===== config.mk =====
export PLATFORM = sky130hd
export DESIGN_NAME = cpu_sequencer
export DESIGN_NICKNAME = d
export VERILOG_FILES = /design/src/rtl/cpu_sequencer.sv
export SDC_FILE = /design/constraint.sdc
export NUM_CORES = 1
export LEC_CHECK = 0
export CORE_MARGIN = 4
export CORE_UTILIZATION = 32
export CTS_BUF_LIST = sky130_fd_sc_hd__clkbuf_4 sky130_fd_sc_hd__clkbuf_8 sky130_fd_sc_hd__clkbuf_16
export DETAILED_ROUTE_END_ITERATION = 10
export GPL_TIMING_DRIVEN = 0
export PLACE_DENSITY = 0.7
export SLEW_MARGIN = 15
export SYNTH_ARGS = -nofsm -noshare
export SYNTH_HDL_FRONTEND = slang
export SYNTH_SLANG_ARGS = --single-unit

===== constraint.sdc =====
create_clock -name clk -period 1.4 [get_ports clk]
set_input_delay 0.35 -clock clk [delete_from_list [all_inputs] [get_ports clk]]
set_output_delay 0.35 -clock clk [all_outputs]
set_load 0.01 [all_outputs]

===== src/rtl/cpu_sequencer.sv =====
// Multi-cycle sequencer for a three-address ALU machine on an 8-word RAM:
// fetch, decode, read two operands, execute, write back, with halt and single-step.
module cpu_sequencer #(
    parameter int HALT_BIT = 15
) (
    input  logic        clk,
    input  logic        reset,
    input  logic        start,
    input  logic        step,
    output logic        busy,
    output logic        done,
    output logic        halted,
    output logic        ram_en,
    output logic        ram_wr,
    output logic [2:0]  ram_adr,
    output logic [31:0] ram_din,
    input  logic [31:0] ram_dout,
    input  logic [31:0] pc_val,
    output logic        pc_inc,
    output logic        pc_reset,
    output logic        alu_s1,
    output logic        alu_s0,
    output logic [31:0] alu_x,
    output logic [31:0] alu_y,
    input  logic [31:0] alu_out,
    output logic [31:0] ir
);

    typedef enum logic [2:0] {
        S_IDLE    = 3'd0,
        S_FETCH   = 3'd1,
        S_LOAD_IR = 3'd2,
        S_READ_A  = 3'd3,
        S_READ_B  = 3'd4,
        S_EXEC    = 3'd5,
        S_WRITE   = 3'd6,
        S_HALT    = 3'd7
    } state_e;

    state_e      state_q, state_d;
    logic [31:0] ir_q, ir_d;
    logic [31:0] x_q, x_d;
    logic [31:0] y_q, y_d;
    logic [2:0]  adr_q, adr_d;
    logic        wr_q, wr_d;
    logic        inc_q, inc_d;
    logic        s1_q, s1_d;
    logic        s0_q, s0_d;
    logic        done_q, done_d;
    logic        halted_q, halted_d;
    logic        step_q, step_d;
    logic        stepped_q, stepped_d;
    logic        busy_q, busy_d;
    logic        unused_pc_hi;

    assign unused_pc_hi = ^pc_val[31:3];

    always_comb begin
        state_d   = state_q;
        ir_d      = ir_q;
        x_d       = x_q;
        y_d       = y_q;
        adr_d     = adr_q;
        wr_d      = 1'b0;
        inc_d     = 1'b0;
        s1_d      = s1_q;
        s0_d      = s0_q;
        done_d    = 1'b0;
        halted_d  = halted_q;
        step_d    = step_q;
        stepped_d = stepped_q;
        busy_d    = busy_q;
        unique case (state_q)
            S_IDLE: begin
                if (start) begin
                    state_d   = S_FETCH;
                    halted_d  = 1'b0;
                    step_d    = step;
                    stepped_d = 1'b0;
                    busy_d    = 1'b1;
                end
            end
            S_FETCH: state_d = S_LOAD_IR;
            S_LOAD_IR: begin
                ir_d = ram_dout;
                if (ram_dout[HALT_BIT]) begin
                    state_d = S_HALT;
                    done_d  = 1'b1;
                end else begin
                    state_d = S_READ_A;
                    adr_d   = ram_dout[6:4];
                end
            end
            // Operand addresses lead the data by one cycle (synchronous RAM).
            S_READ_A: begin
                adr_d   = ir_q[2:0];
                state_d = S_READ_B;
            end
            S_READ_B: begin
                x_d     = ram_dout;
                s1_d    = ir_q[13];
                s0_d    = ir_q[12];
                state_d = S_EXEC;
            end
            S_EXEC: begin
                y_d     = ram_dout;
                adr_d   = ir_q[10:8];
                wr_d    = 1'b1;
                inc_d   = 1'b1;
                state_d = S_WRITE;
            end
            S_WRITE: begin
                s1_d = 1'b0;
                s0_d = 1'b0;
                if (step_q) begin
                    state_d   = S_IDLE;
                    done_d    = 1'b1;
                    stepped_d = 1'b1;
                    busy_d    = 1'b0;
                end else begin
                    state_d = S_FETCH;
                end
            end
            S_HALT: begin
                halted_d = 1'b1;
                busy_d   = 1'b0;
                state_d  = S_IDLE;
            end
            default: state_d = S_IDLE;
        endcase
    end

    always_ff @(posedge clk or negedge reset) begin
        if (!reset) begin
            state_q   <= S_IDLE;
            ir_q      <= '0;
            x_q       <= '0;
            y_q       <= '0;
            adr_q     <= '0;
            wr_q      <= 1'b0;
            inc_q     <= 1'b0;
            s1_q      <= 1'b0;
            s0_q      <= 1'b0;
            done_q    <= 1'b0;
            halted_q  <= 1'b0;
            step_q    <= 1'b0;
            stepped_q <= 1'b0;
            busy_q    <= 1'b0;
        end else begin
            state_q   <= state_d;
            ir_q      <= ir_d;
            x_q       <= x_d;
            y_q       <= y_d;
            adr_q     <= adr_d;
            wr_q      <= wr_d;
            inc_q     <= inc_d;
            s1_q      <= s1_d;
            s0_q      <= s0_d;
            done_q    <= done_d;
            halted_q  <= halted_d;
            step_q    <= step_d;
            stepped_q <= stepped_d;
            busy_q    <= busy_d;
        end
    end

    // A resumed run (after halt or a single step) keeps the current PC.
    assign pc_reset = reset & (state_q == S_IDLE) & start
                    & ~halted_q & ~stepped_q;

    assign ram_adr = (state_q == S_FETCH) ? pc_val[2:0] : adr_q;
    assign ram_din = (state_q == S_WRITE) ? alu_out : '0;
    assign ram_wr  = wr_q;
    assign ram_en  = busy_q;
    assign busy    = busy_q;
    assign pc_inc  = inc_q;
    assign done    = done_q;
    assign halted  = halted_q;
    assign alu_s1  = s1_q;
    assign alu_s0  = s0_q;
    assign alu_x   = x_q;
    assign alu_y   = y_q;
    assign ir      = ir_q;

endmodule


# After elaboration in Yosys (flattened, before gate mapping)
# Index checks and enable logic that the tools add are counted.
[classes] eq_ne=10 n_mux=21 bitwise=6 reduce_logical=11
[ops] cell="$mux W32" count=1
[ops] cell="$pmux W3 S8" count=1
[ops] cell="$eq A3 B3 Y1 const B" count=4
[ops] cell="$mux W3" count=4
[ops] cell="$pmux W1 S2" count=5
[ops] cell="$pmux W3 S3" count=1
[ops] cell="$mux W1" count=8
[ops] cell="$eq A3 B2 Y1 const B" count=2
[ops] cell="$ne A2 B2 Y1 const B" count=3
[ops] cell="$reduce_and A2 Y1" count=3
[ops] cell="$reduce_and A3 Y1" count=2
[ops] cell="$reduce_bool A2 Y1" count=3
[ops] cell="$reduce_bool A3 Y1" count=2
[ops] cell="$and A1 B1 Y1" count=4
[ops] cell="$eq A3 B1 Y1 const B" count=1
[ops] cell="$logic_not A3 Y1" count=1
[ops] cell="$pmux W1 S3" count=1
[ops] cell="$not A1 Y1" count=2
[totals] ff_bits=110 output_inout_bits=140 word_cells=61

# Logic depth before layout (Yosys ltp)
# Gate-level depths: netlist (run 1).
[logic_depth] depth_word=5 mapped_depth=6 ltp_nobuf=5

# Worst setup path before layout (run 1)
# OpenSTA, ideal clock, no wires.
[synth_timing] path_kind="register to output" start="register state_q[1]" end="output ram_adr[0]" arrival_time_ns=1.172 required_ns=1.050 slack_ns=-0.122 path_stages_with_launch=6 n_path_buf=1 path_cell_list="dfrtp_1 -> buf_4 -> inv_2 -> nand2_1 -> nor2_2 -> mux2_2"
[synth_between] elab_chain_len=2
[synth_rtl] element="start, declared" line_no="40" text="state_e state_q, state_d;"
[synth_rtl] element="start signal, assigned" line_no="150" text="state_q <= state_d;"
[synth_rtl] element="$eq A3 B1 Y1" line_no="171" text="assign ram_adr = (state_q == S_FETCH) ? pc_val[2:0] : adr_q;"
[synth_rtl] element="$mux W3" line_no="171"
[synth_rtl] element="end, declared" line_no="15" text="output logic [2:0] ram_adr,"
# No other way between the ends.

# Final worst setup path (run 1)
[layout_timing] start="register state_q[1]" end="output ram_adr[1]"
# Same word-level chain as after synthesis.

==> impl_metrics.csv, run 1 <==
group,metric,value,unit
worst_setup_path,crit_end,"ram_adr[1]",
worst_setup_path,rrSetupSlack,-0.52,ns
synth,yosysWarnings,0,
route,drt_iter0_drc,176,
route,route.met2.wl,8.11,mm
worst_setup_path,critPathKind,"register to primary output",
global_routing,grt_pass1_wl,23.5,mm
timing,hold-worst-slack,-0.0631,ns
power,combPwrFrac,0.577,
global_routing,antenna_found_initial,0,
cells_and_area,area_growth,91.7,%
die,die_area,0.0163,mm²
die,core,0.0139,mm²
timing,fin_skew,0.00529,ns
worst_setup_path,r2r-start,"state_q[0]$_DFFE_PN0P_",
run_status,violations,"negative hold slack, negative setup slack",
cells_and_area,regArea,0.00276,mm²
cells_and_area,drive_gt1_frac,0.447,
synth,syn-cell-area,0.00458,mm²
job,cap_violations,0,
synth,synth_commonest_cells,"dfrtp_1 (110), nand2_1 (103), mux2_1 (51), and2_1 (32)",
power,power,0.0202,W
route,drtPass1Iterations,4,
worst_setup_path,worstPathArrival,1.67,ns
synth,synth_edf_count,0,
cells_and_area,final_nets,775,
worst_setup_path,startpoint_type,"register",
cells_and_area,multiInputGateArea,0.00217,mm²
route,drt_wl_total,16.0,mm
synth,async_reset_ff_frac,1.00,
cts,clkLatencyLatePin,0.35,ns
worst_setup_path,r2r_end,"ir[30]$_DFFE_PN0N_",
timing,slew_headroom,0.684,
die,die_y,128,µm
synth,syn_inst,382,
synth,ys_seq_area_frac,0.601,
cts,cts.sinks,110,
global_routing,grt_pass1_vias,4204,
synth,synth_top_area_share,0.601,
global_routing,grt-ovfl-total,0,
power,switching_share,0.343,
power,peakVddDrop,0.00122,V
cts,cts_max_path_buffers,2,
die,io_pins,240,
timing,timing.fmax,0.496,GHz
synth,synth_nets,482,
worst_setup_path,worstSetupEndpointType,"primary output",
timing,rsz0062_at_grt,"true",
power,p_sw,0.00693,W
die,start_util,0.329,
route,vias_per_cell,4.66,
cts,clk_pin_slew_worst_paths,0.07,ns
synth,syn_avg_cell_area,12.0,µm²
worst_setup_path,critPathRequiredTime,1.05,ns
synth,synth_flop_cell,"dfrtp_1",
min_path,hold_class,"input pin to asynchronous set/reset pin",
worst_setup_path,critical_path.startpoint,"state_q[1]$_DFFE_PN0P_",
placement,gp_congestion,0.745,
power,leakagePower,4.20,nW
placement,hpwl,10.1,mm
synth,synth_top_area_cell,"dfrtp_1",
synth,yosysUniqueCellTypes,32,
route,drtAntennaViolNets,0,
cts,cts_made_buffers,9,
power,powerDensity,2300,mW/mm²
timing,finalWorstSetupSlack,-0.616,ns
route,via_count,4007,
route,met1_length,6.69,mm
die,die_x,128,µm
cts,cts.htree.levels,3,
global_routing,grt_max_degree,63,
worst_setup_path,cp_max_fo,3,
timing,final_max_slew_viol_count,0,
placement,port_buffers,210,
power,clock_power_share,0.138,
cts,cts-root-buf,"clkbuf_16",
global_routing,grt_use_total,0.184,
timing,finalCriticalPeriod,2.02,ns
route,avgRoutedWirePerCell,18.6,µm
timing,setup-violations-final,138,
timing,tightest_slew,0.474,ns
cells_and_area,num_antenna_cells,0,
synth,synth.most_common_cell,"dfrtp_1",
route,drc,0,
run_status,status,"complete, but fails checks",
die,num_rows,43,
power,p_seq_frac,0.285,
worst_setup_path,r2r_cells,9,
synth,netlist_top_cells_area,"dfrtp_1 (60%), mux2_1 (13%), nand2_1 (8.4%)",
timing,hold_violations,49,
route,route.met3.wl,1.07,mm
cells_and_area,n_fill_cell,1071,
cts,cts_tree,"yes",
timing,finalCritPeriodShare,1.44,
synth,ys_ff_latch,110,
power,intPower,0.0133,W
route,top_layer_used,"met4",
==> worst min-delay path by stage <==
stage,startpoint,to,slack [ns],depth (start not counted)
after floorplan,reset,adr_q[0]$_DFFE_PN0P_,0.05,0
after global placement,alu_y[1]$_DFFE_PN0N_,alu_y[1]$_DFFE_PN0N_,0.46,2
after detailed placement,reset,alu_x[0]$_DFFE_PN0P_,0.32,1
after CTS,reset,alu_x[1]$_DFFE_PN0P_,-0.05,1
after global routing,reset,alu_x[29]$_DFFE_PN0P_,-0.04,1
final,reset,alu_x[1]$_DFFE_PN0P_,-0.06,1
==> state kept, by name, indices dropped and copies added, names as in the netlist <==
register	cells
adr_q	3
alu_s0	1
alu_s1	1
alu_x	32
alu_y	32
busy	1
done	1
halted	1
ir	32
pc_inc	1
state_q	3
step_q	1
stepped_q	1
==> through the flow <==
step | instance area, µm² | TNS, ns | instances | worst slack, ns | utilization
after floorplan | 4720 | -0.642 | 382 | -0.0472 | -
after global placement | 7050 | -497.30 | 772 | -4.49 | 0.506
after detailed placement | 7080 | -38.36 | 773 | -0.881 | 0.508
final | 8780 | -57.65 | 860 | -0.616 | 0.630
after CTS | 8050 | -35.27 | 836 | -0.617 | 0.578
after global routing | 8780 | -65.16 | 860 | -0.675 | 0.630
==> per-layer routing <==
layer  track usage  vias up
met5             0        -
met4        0.0456        0
met3        0.0564       13
met2         0.312      128
met1         0.231     2021
li1              -     1845
==> critical path, cell delays in order, from the launching register on <==
cell and delay [ns]:
dfrtp_1 0.40, buf_6 0.14, inv_8 0.06, nand2_4 0.05, nor2_4 0.14, buf_6 0.12
mux2_4 0.29, buf_6 0.12
==> area by class of cell <==
| cell class | instances | share of cell area |
|---|---|---|
| repair inverters | 1 | 0.00128 |
| plain buffers | 17 | 0.0271 |
| flip-flops and latches | 110 | 0.314 |
| well taps | 180 | 0.0257 |
| repair buffers | 284 | 0.344 |
| clock buffers | 9 | 0.0257 |
| inverters | 3 | 0.00385 |
| clock inverters | 7 | 0.0111 |
| multi-input cells | 249 | 0.248 |
==> timing repair <==
action | CTS | global route
gates cloned | 8 | 5
endpoints found under the setup margin | 229 | 203
pin swaps | 13 | 33
resized for setup | 372 | 193
hold endpoints to repair | 49 | 49
setup buffers | 40 | 26
==> cell usage in the layout, fill, tap and decap left out, types with 3 or more instances in the layout <==
master           netlist  final
a21oi_1                8      7
clkdlybuf4s50_1        0     69
nor2_4                 2      6
buf_16                 0      6
clkbuf_16              0     13
buf_6                  6     66
nand2_2                1     24
nor2_1                 9      6
dfrtp_2                0      3
dlygate4sd2_1          0     31
nand2_1              103     69
nand2_4                1     10
mux2_4                 9     63
buf_8                  0     10
and2_4                 0     32
mux2_1                51      3
clkdlybuf4s15_1        0     68
inv_8                  0      3
o21ai_0                7      6
dfrtp_1              110    107
buf_4                  5     34
buf_12                 0      9
==> power by group through the flow <==
| stage | Sequential [W] | Clock (W) | Combinational [W] |
|---|---|---|---|
| final | 0.00576 | 0.00278 | 0.0117 |
| after global routing | 0.00594 | 0.00298 | 0.0124 |
| after CTS | 0.00570 | 0.00285 | 0.00974 |
| after detailed placement | 0.00578 | 0 | 0.00859 |
| after global placement | 0.00570 | 0 | 0.00844 |
| after floorplan | 0.00633 | 0 | 0.00336 |
==> cell families after synthesis <==
family / synth area share
AOI/OAI and AO/OA: 0.0328
buffers and inverters: 0.0339
DFF: 0.601
muxes: 0.175
and+or+nand+nor: 0.158
No activity file was read; power rests on OpenSTA's default activity.
==> run 2, diff against run 1 <==
--- a/config.mk
+++ b/config.mk
@@ -10,7 +10,7 @@
 export CTS_BUF_LIST = sky130_fd_sc_hd__clkbuf_4 sky130_fd_sc_hd__clkbuf_8 sky130_fd_sc_hd__clkbuf_16
 export DETAILED_ROUTE_END_ITERATION = 10
 export GPL_TIMING_DRIVEN = 0
-export PLACE_DENSITY = 0.7
+export PLACE_DENSITY = 0.67
 export SLEW_MARGIN = 15
 export SYNTH_ARGS = -nofsm -noshare
 export SYNTH_HDL_FRONTEND = slang
==> constraint.sdc (replaced) <==
create_clock -name clk -period 1.95 [get_ports clk]
set_input_delay 0.4875 -clock clk [delete_from_list [all_inputs] [get_ports clk]]
set_output_delay 0.4875 -clock clk [all_outputs]
set_load 0.01 [all_outputs]
==> impl_metrics.csv, run 2 (synthesis results as in run 1) <==
group,metric,value,unit
timing,tightest_slew,0.500,ns
die,die_y,128,µm
die,start_util,0.329,
global_routing,grt_max_degree,64,
cts,cts-root-buf,"clkbuf_16",
cells_and_area,fin_util,0.555,
route,drtPass1Iterations,4,
cells_and_area,fin_area,0.00773,mm²
cells_and_area,final_nets,725,
global_routing,grt_pass1_wl,21.8,mm
job,cap_violations,0,
worst_setup_path,startpoint_type,"register",
cts,cts.sinks,110,
timing,hold_violations,0,
die,core,0.0139,mm²
route,avgRoutedWirePerCell,17.3,µm
worst_setup_path,critPathKind,"register to primary output",
global_routing,grt_pass1_vias,4122,
die,die_area,0.0163,mm²
cells_and_area,drive_gt1_frac,0.251,
route,drt_iter0_drc,166,
die,io_pins,240,
route,via_count,3751,
timing,fin_skew,0.00805,ns
route,drtAntennaViolNets,0,
power,peakVddDrop,0.000515,V
cells_and_area,final_common_cell,"clkdlybuf4s50_1",
timing,finalWorstSetupSlack,-0.180,ns
route,drt_wl_total,14.0,mm
cts,ctsHoldBuffers,0,
placement,hpwl,10.2,mm
placement,placed_area,0.00694,mm²
timing,final_max_slew_viol_count,0,
cts,clk_pin_slew_worst_paths,0.07,ns
worst_setup_path,cpPeakStageDelay,0.41,ns
power,leakagePower,3.49,nW
placement,place_ws,-0.583,ns
run_status,status,"complete, but fails checks",
timing,finalCriticalPeriod,2.13,ns
global_routing,antenna_found_initial,0,
worst_setup_path,cp_top_family,"buffers and inverters",
worst_setup_path,worstPathArrival,1.64,ns
run_status,violations,"negative setup slack",
placement,port_buffers,210,
cts,clkLatencyLatePin,0.35,ns
cells_and_area,num_antenna_cells,0,
die,num_rows,43,
min_path,hold_class,"input pin to asynchronous set/reset pin",
cells_and_area,area_growth,68.8,%
worst_setup_path,worstSetupEndpointType,"primary output",
worst_setup_path,critPathRequiredTime,1.46,ns
power,powerDensity,1640,mW/mm²
cts,cts.htree.levels,3,
worst_setup_path,cp_max_fo,8,
timing,setup-violations-final,33,
cells_and_area,layout_common_cells,"clkdlybuf4s50_1 (173), dfrtp_1 (108), nand2_1 (101)",
timing,slew_headroom,0.666,
cts,cts_made_buffers,9,
route,vias_per_cell,4.63,
cts,cts_tree,"yes",
placement,gp_congestion,0.848,
worst_setup_path,critPathMostFrequentCell,"buf_6",
die,die_x,128,µm
timing,fin_tns_setup,-3.70,ns
cts,cts_max_path_buffers,2,
timing,finalCritPeriodShare,1.09,
power,power,0.0127,W
timing,rsz0062_at_grt,"true",
global_routing,grt-ovfl-total,0,
worst_setup_path,path_cells,"buf_6 > nand2_4 > nor2_4 > buf_6 > mux2_4 > buf_6",
route,drc,0,
worst_setup_path,crit_buf_inv,3,
global_routing,grt_use_total,0.171,
timing,timing.fmax,0.470,GHz
worst_setup_path,slowest_stage,"dfrtp_1",
run 2: cell types whose count changed in the layout (fill, tap and decap cells not counted), sizes merged:
cell,change
clkinv,-2
dlygate4sd2,-31
bufinv,+1
clkdlybuf4s50,+104
buf,-49
clkbuf,-5
clkdlybuf4s15,-68
run 2: worst register-to-register path, stage by stage (launching register included):
cell	delay, ns
dfrtp_2	0.44
buf_6	0.13
buf_4	0.17
nand2b_4	0.10
nor2_4	0.21
buf_6	0.21
mux2_1	0.34
run 2: metrics by stage:
step,instances,hold slack (ns)
after CTS,806,0.0419
after global placement,772,0.460
final,810,0.0481
after detailed placement,773,0.460
after global routing,810,0.0666
after floorplan,382,0.192
run 2: final timing paths:
kind	from	end	slack (ns)	cells after the start
max in group asynchronous	reset	ir[27]$_DFFE_PN0N_	1.36	2
worst min-delay path	reset	alu_y[22]$_DFFE_PN0N_	0.05	1
worst max-delay path	state_q[0]$_DFFE_PN0P_	ram_adr[1]	-0.18	6
worst max register to register	state_q[1]$_DFFE_PN0P_	ir[11]$_DFFE_PN0N_	0.23	6
min in group clk	alu_y[0]$_DFFE_PN0N_	alu_y[0]$_DFFE_PN0N_	0.48	2
worst min register to register	alu_y[0]$_DFFE_PN0N_	alu_y[0]$_DFFE_PN0N_	0.48	2
run 2: cell type report:
cell class,count,area [µm²]
Inverter,3,18.8
Multi-Input combinational cell,249,1810
Sequential cell,110,2760
Tap cell,180,225
Buffer,18,163
Clock inverter,7,120
Fill cell,1159,6200
Timing Repair Buffer,234,2420
Clock buffer,9,225
run 2: layer usage:
metal,track usage,vias up,share of wire
met4,0.0712,0,0.027
met1,0.201,1826,0.38
met2,0.300,162,0.52
li1,-,1738,-
met3,0.0393,25,0.073
met5,0,-,0
run 2: timing repair:
item / in CTS / in global routing
gates cloned: 3 / 1
hold endpoints to repair: 0 / 0
pin swaps: 28 / 9
setup buffers: 14 / 5
endpoints found under the setup margin: 36 / 36
gates resized for setup: 229 / 31
run 2: power by group:
group | leakage (nW) | switching (W) | internal (W)
Combinational | 2.00 | 0.00271 | 0.00380
Clock | 0.166 | 0.000840 | 0.00126
Sequential | 1.33 | 0.000661 | 0.00343
Total | 3.49 | 0.00421 | 0.00849
